--- config.mk ---
export PLATFORM = sky130hd
export DESIGN_NAME = memreg_loader
export DESIGN_NICKNAME = d
export VERILOG_FILES = /design/src/rtl/memreg_loader.sv
export SDC_FILE = /design/constraint.sdc
export NUM_CORES = 1
export LEC_CHECK = 0
export ABC_CLOCK_PERIOD_IN_PS = 2400
export CAP_MARGIN = 5
export CORE_ASPECT_RATIO = 0.9
export CORE_UTILIZATION = 49
export CTS_CLUSTER_SIZE = 24
export DETAILED_ROUTE_END_ITERATION = 12
export PLACE_DENSITY_LB_ADDON = 0.2
export SKIP_LAST_GASP = 1
export SLEW_MARGIN = 20
export SYNTH_ARGS = -nofsm -noshare
export SYNTH_HDL_FRONTEND = slang
export SYNTH_SLANG_ARGS = --single-unit
--- constraint.sdc ---
create_clock -name clk -period 2.4 [get_ports clk]
set_input_delay 0.48 -clock clk [delete_from_list [all_inputs] [get_ports clk]]
set_output_delay 0.48 -clock clk [all_outputs]
set_load 0.005 [all_outputs]
--- src/rtl/memreg_loader.sv ---
// Loads a bank of memreg registers from NVM trim words at reset and on request.
// It reads one word per register, then pulses that register's write enable for one cycle.
module memreg_loader #(
  parameter int                NUM_REGS  = 8,
  parameter int                REGSIZE   = 8,
  parameter int                MEM_AW    = 8,
  parameter logic [MEM_AW-1:0] BASE_ADDR = 8'h00,
  parameter int                TIMEOUT   = 15,
  parameter bit                AUTOLOAD  = 1'b1
) (
  input  logic                clk,
  input  logic                rst,
  input  logic                i_start,
  output logic                o_mem_rd_req,
  output logic [MEM_AW-1:0]   o_mem_addr,
  input  logic                i_mem_rd_ack,
  input  logic [REGSIZE-1:0]  i_mem_rd_data,
  output logic [REGSIZE-1:0]  o_mem_data,
  output logic [NUM_REGS-1:0] o_mem_wr_en,
  output logic                o_busy,
  output logic                o_done,
  output logic                o_err
);

  localparam int IDX_W = $clog2(NUM_REGS);
  // The counter only has to reach TIMEOUT-1; the next miss ends the wait.
  localparam int CNT_W = (TIMEOUT > 1) ? $clog2(TIMEOUT) : 1;
  localparam logic [CNT_W-1:0] CNT_LAST = (TIMEOUT > 0) ? CNT_W'(TIMEOUT - 1) : '0;
  localparam logic [IDX_W-1:0] IDX_LAST = IDX_W'(NUM_REGS - 1);

  typedef enum logic [2:0] {IDLE, REQ, WRITE, DONE, ERR} state_t;

  state_t             state_reg, state_next;
  logic [IDX_W-1:0]   idx_reg, idx_next;
  logic [CNT_W-1:0]   cnt_reg, cnt_next;
  logic [REGSIZE-1:0] data_reg, data_next;
  logic               autoload_reg, autoload_next;
  logic               go;

  always_ff @(posedge clk or posedge rst) begin
    if (rst) begin
      state_reg    <= IDLE;
      idx_reg      <= '0;
      cnt_reg      <= '0;
      data_reg     <= '0;
      autoload_reg <= AUTOLOAD;
    end else begin
      state_reg    <= state_next;
      idx_reg      <= idx_next;
      cnt_reg      <= cnt_next;
      data_reg     <= data_next;
      autoload_reg <= autoload_next;
    end
  end

  always_comb begin
    state_next    = state_reg;
    idx_next      = idx_reg;
    cnt_next      = cnt_reg;
    data_next     = data_reg;
    autoload_next = autoload_reg;
    go            = 1'b0;
    case (state_reg)
      IDLE:      go = i_start | autoload_reg;
      DONE, ERR: go = i_start;
      REQ: begin
        if (i_mem_rd_ack) begin
          data_next  = i_mem_rd_data;
          state_next = WRITE;
        end else if (TIMEOUT != 0) begin
          if (cnt_reg == CNT_LAST) state_next = ERR;
          else                     cnt_next   = cnt_reg + CNT_W'(1);
        end
      end
      WRITE: begin
        if (idx_reg == IDX_LAST) begin
          state_next = DONE;
        end else begin
          idx_next   = idx_reg + IDX_W'(1);
          cnt_next   = '0;
          state_next = REQ;
        end
      end
      default: state_next = IDLE;
    endcase
    // Starting from any idle-type state restarts the whole bank from register 0.
    if (go) begin
      state_next    = REQ;
      idx_next      = '0;
      cnt_next      = '0;
      autoload_next = 1'b0;
    end
  end

  assign o_mem_rd_req = (state_reg == REQ);
  assign o_busy       = (state_reg == REQ) || (state_reg == WRITE);
  assign o_done       = (state_reg == DONE);
  assign o_err        = (state_reg == ERR);
  assign o_mem_data   = data_reg;
  assign o_mem_addr   = BASE_ADDR + MEM_AW'(idx_reg);

  genvar gi;
  generate
    for (gi = 0; gi < NUM_REGS; gi++) begin : g_wr_en
      assign o_mem_wr_en[gi] = (state_reg == WRITE) && (idx_reg == IDX_W'(gi));
    end
  endgenerate

endmodule

Yosys cells after proc, flatten, opt, wreduce, memory -nomap -nowiden
Index checks and enable logic that the tools add are counted.
{"block": "word_totals", "latchBits": 0, "mem_count": 0, "word_cells": 59, "reg_bits": 19, "output_inout_bits": 28, "ram_bits": 0, "mem_bits_ro": 0, "inputBits": 12}
{"block": "classes", "muxes": 14, "n_mul": 0, "bitwise_logic": 1, "n_addsub": 2, "shifts": 0, "order_cmp": 0, "n_eq_ne": 18, "div": 0, "n_reduce_logical": 19}
{"op": "$mux W3", "count": 6}
{"op": "$mux W4", "count": 4}
{"op": "$eq A3 B3 Y1 const B", "count": 5}
{"op": "$eq A3 B2 Y1 const B", "count": 4}
{"op": "$pmux W3 S3", "count": 1}
{"op": "$logic_and A1 B1 Y1", "count": 8}
{"op": "$pmux W4 S2", "count": 1}
{"op": "$eq A3 B1 Y1 const B", "count": 2}
{"op": "$logic_not A3 Y1", "count": 2}
{"op": "$ne A3 B3 Y1 const B", "count": 2}
{"op": "$reduce_and A2 Y1", "count": 3}
{"op": "$add A4 B1 Y4 const B", "count": 1}
{"op": "$eq A4 B4 Y1 const B", "count": 1}
{"op": "$ne A4 B1 Y1 const B", "count": 1}
{"op": "$reduce_and A4 Y1", "count": 1}
{"op": "$add A3 B1 Y3 const B", "count": 1}
{"op": "$ne A3 B2 Y1 const B", "count": 1}
{"op": "$reduce_bool A3 Y1", "count": 1}
{"op": "$reduce_or A3 Y1", "count": 1}
{"op": "$mux W2", "count": 1}
{"op": "$ne A2 B1 Y1 const B", "count": 1}
{"op": "$ne A2 B2 Y1 const B", "count": 1}
{"op": "$pmux W1 S2", "count": 1}
{"op": "$reduce_bool A2 Y1", "count": 1}
{"op": "other kinds (3)", "count": 3}

Longest topological paths before layout
{"block": "depth", "word_depth": 5, "mapped_depth": 8, "ltp_nobuf": 7}

Worst setup path after synthesis
No wires, ideal clock.
{"block": "synth_path", "path_type": "register to register", "from": "reg idx_reg[0]", "to": "reg cnt_reg[3]", "arrival_ns": 1.563, "path_buffers": 0, "setup_ns": 0.096, "setup_slack_ns": 0.741, "synth_period_minus_slack_ns": 1.659, "required_time_ns": 2.304, "stages_incl_launch_ff": 8, "path_cell_list": "dfrtp_1 -> ha_1 -> ha_1 -> nor3b_2 -> o21bai_2 -> a31oi_4 -> nor2_1 -> a311oi_2"}
{"block": "synth_via", "elab_chain_len": 3}
{"item": "start, declared", "line": "34", "rtl": "logic [IDX_W-1:0] idx_reg, idx_next;"}
{"item": "start signal, assigned", "line": "49", "rtl": "idx_reg <= idx_next;"}
{"item": "$eq A3 B3 Y1", "line": "76", "rtl": "if (idx_reg == IDX_LAST) begin"}
{"item": "$ne A3 B3 Y1 (no line)"}
{"item": "$reduce_and A4 Y1 (no line)"}
{"item": "end signal, assigned", "line": "50", "rtl": "cnt_reg <= cnt_next;"}
{"item": "end, declared", "line": "35", "rtl": "logic [CNT_W-1:0] cnt_reg, cnt_next;"}
Every way passes these cells.
A chain may end at the register's enable or synchronous reset.

Worst setup path after layout
{"block": "layout_path", "from": "reg state_reg[2]", "to": "out o_mem_wr_en[4]"}
{"block": "layout_via", "elab_chain_len": 2}
{"item": "start, declared", "line": "33", "rtl": "state_t state_reg, state_next;"}
{"item": "start signal, assigned", "line": "48", "rtl": "state_reg <= state_next;"}
{"item": "$eq A3 B2 Y1", "line": "105", "rtl": "assign o_mem_wr_en[gi] = (state_reg == WRITE) && (idx_reg == IDX_W'(gi));"}
{"item": "$logic_and A1 B1 Y1", "line": "105"}
{"item": "end, declared", "line": "19", "rtl": "output logic [NUM_REGS-1:0] o_mem_wr_en,"}
Every way passes these cells.

==> flow_summary.ini <==
[floorplan]
die_y_um = 49.5
initial_core_util = 0.543
dieArea_sq_mm = 0.00271
io_pins = 40
core_area_sq_mm = 0.00226
die_x_um = 54.8
rows = 16

[sta]
worstMarginPinSlew_ns = 0.712
drv_slew = 0
fin_crit_ns = 2.30
fmax_mhz = 434
fin_skew_ns = 0.00261
tns_ns = 0
maxSlewHeadroom = 0.525
worst_slack_ns = 0.0978
rsz0062_at_grt = no
holdWs_ns = 0.516
setup_viol = 0
hold_viol = 0
finalCritPeriodShare = 0.959

[global_routing]
grt_max_degree = 20
grt_first_pass_wirelength_um = 4170
antenna_found_initial = 0
grt_pass1_vias = 935
gr-total-overflow = 0
grt_usage = 0.214

[flow_run]
maxCapViolCount = 0

[synthesis]
synth_top_flop_cell = dfrtp_1
ys_seq_area_frac = 0.388
async_flop_share = 1.00
syn_area_per_cell_sq_um = 10.9
ys_warn_count = 0
syn_area_sq_mm = 0.00123
syn_inst = 113
synth_cell_type_count = 42
synth_edf_count = 0
ys_ff_latch = 19

[clock_tree]
cts.clk_slew.worst_paths_ns = 0.11
cts_made_buffers = 3
clkSinkCount = 19
hold_buffers = 0
worstSkewPairLatency_ns = 0.29
post-cts-setup-buffers = 0
clk_path_buf_depth = 2
h-tree-depth = 1
root_buffer = clkbuf_4
cts_tree = yes

[drt]
ant_nets = 0
wl_met3_um = 120
wl_met1_um = 1160
top_layer = met4
vias = 929
wl_per_cell_um = 14.0
via_per_inst = 5.31
routed-wl-met2_um = 1150
wirelength_um = 2460
first_iter_violations = 18
post-route-drc-count = 0
drtPass1Iterations = 4

[critical_path]
crit_required_ns = 1.92
path_max_fanout = 13
critical-path-max-stage-delay_ns = 0.55
slowest_stage = dfrtp_2
worst_ep_arrival_time_ns = 1.82
end_kind = output port
path_cells = nor3b_4 > and3_1 > clkdlybuf4s50_1
critical_path_class = reg2out
start_kind = flip-flop

[finish]
largest_register_ff_count = 8
layout_commonest_cell = clkdlybuf4s50_1
fillers = 167
layout-drive-gt1-share = 0.209
n_antenna_cell = 0
final_nets = 169
area_delta_synth_final_pct = 30.6
final_util = 0.709
final_cell_mix = clkdlybuf4s50_1, dfrtp_1, inv_1, mux2_2, ha_1

[power_and_ir_drop]
powerDensity_mw_per_mm2 = 967
leakage_nw = 0.697
power.total_mw = 1.55
ir_worst_vdd_v = 0.000695

[placement]
place.gp.congestion = 0.795
dp_hpwl_um = 1850
place_worst_setup_slack_ns = 0.301
port_buffers = 34

[worst_hold_path]
hp-class = reg2reg

[run_status]
status = complete, no violations
-- worst max-delay path: cells and delay by family (launching register included) --
family	cells	cell delay [ns]
flip-flops	1	0.55
buffers and inverters	1	0.50
AND/OR/NAND/NOR	2	0.48
-- per-layer routing --
metal  global-route usage  vias up
li1                     -      452
met1                0.271      443
met2                0.353       30
met3               0.0463        4
met4               0.0641        0
met5                    0        -
-- cell type report --
cell class / count / area (sq um) / area share
Clock buffer: 4 / 26.3 / 0.0164
Inverter: 9 / 38.8 / 0.0242
Timing Repair Buffer: 35 / 348 / 0.217
Tap cell: 27 / 33.8 / 0.0211
Multi-Input combinational cell: 81 / 677 / 0.422
Sequential cell: 19 / 480 / 0.300
-- cell usage after synthesis, types with 3 or more instances --
library cell	count	share of area
a21oi_1	5	0.020
and2_1	4	0.020
dfrtp_1	18	0.37
nand3_1	5	0.020
buf_4	5	0.031
ha_1	8	0.081
mux2_2	8	0.073
nand2_1	4	0.012
nor2_1	7	0.021
and3_1	7	0.036
inv_1	8	0.024
buf_6	3	0.027
-- stage by stage --
stage,cells,cell area [sq um]
after CTS,175,1590
after detailed placement,170,1550
after floorplan,117,1240
final,175,1600
after global placement,170,1550
after global routing,175,1600
-- cell families (layout without fill, tap and decap cells) --
| kind of cell | Yosys count | count (layout) | share of synthesized area |
|---|---|---|---|
| AND/OR/NAND/NOR | 39 | 40 | 0.217 |
| flip-flops | 19 | 19 | 0.388 |
| buffers and inverters | 18 | 48 | 0.0937 |
| AO/OA/AOI/OAI | 17 | 17 | 0.120 |
| multiplexers | 10 | 10 | 0.0896 |
| adder cells (fa/ha/maj) | 8 | 8 | 0.0815 |
| other | 1 | 5 | 0.00305 |
| XOR/XNOR | 1 | 1 | 0.00713 |
-- timing repair --
item / CTS / global route
pin swaps: 1 / 0
endpoints found under the hold margin: 0 / 0
gates resized for setup: 2 / 3
endpoints found under the setup margin: 7 / 3
gates cloned: 1 / 0
-- path summary, 6_finish.rpt --
check / from / end / slack (ns) / cells after the start
worst max register to register: idx_reg[0]$_DFFE_PP0P_ / cnt_reg[3]$_DFFE_PP0P_ / 0.65 / 7
max in group asynchronous: rst / idx_reg[0]$_DFFE_PP0P_ / 1.30 / 2
worst min register to register: o_mem_data[7]$_DFFE_PP0P_ / o_mem_data[7]$_DFFE_PP0P_ / 0.52 / 1
worst max-delay path: state_reg[2]$_DFFE_PP0P_ / o_mem_wr_en[4] / 0.1 / 3
min in group asynchronous: rst / o_mem_data[2]$_DFFE_PP0P_ / 0.61 / 2
worst min-delay path: o_mem_data[7]$_DFFE_PP0P_ / o_mem_data[7]$_DFFE_PP0P_ / 0.52 / 1
-- power by group --
| part | total, mW | switching [mW] | leakage (nW) | internal [mW] |
|---|---|---|---|---|
| Combinational | 0.817 | 0.341 | 0.451 | 0.476 |
| Clock | 0.161 | 0.0963 | 0.0150 | 0.0647 |
| Sequential | 0.574 | 0.132 | 0.231 | 0.441 |
| Total | 1.55 | 0.569 | 0.697 | 0.982 |
Note: power is estimated with default switching activity, not from simulation.
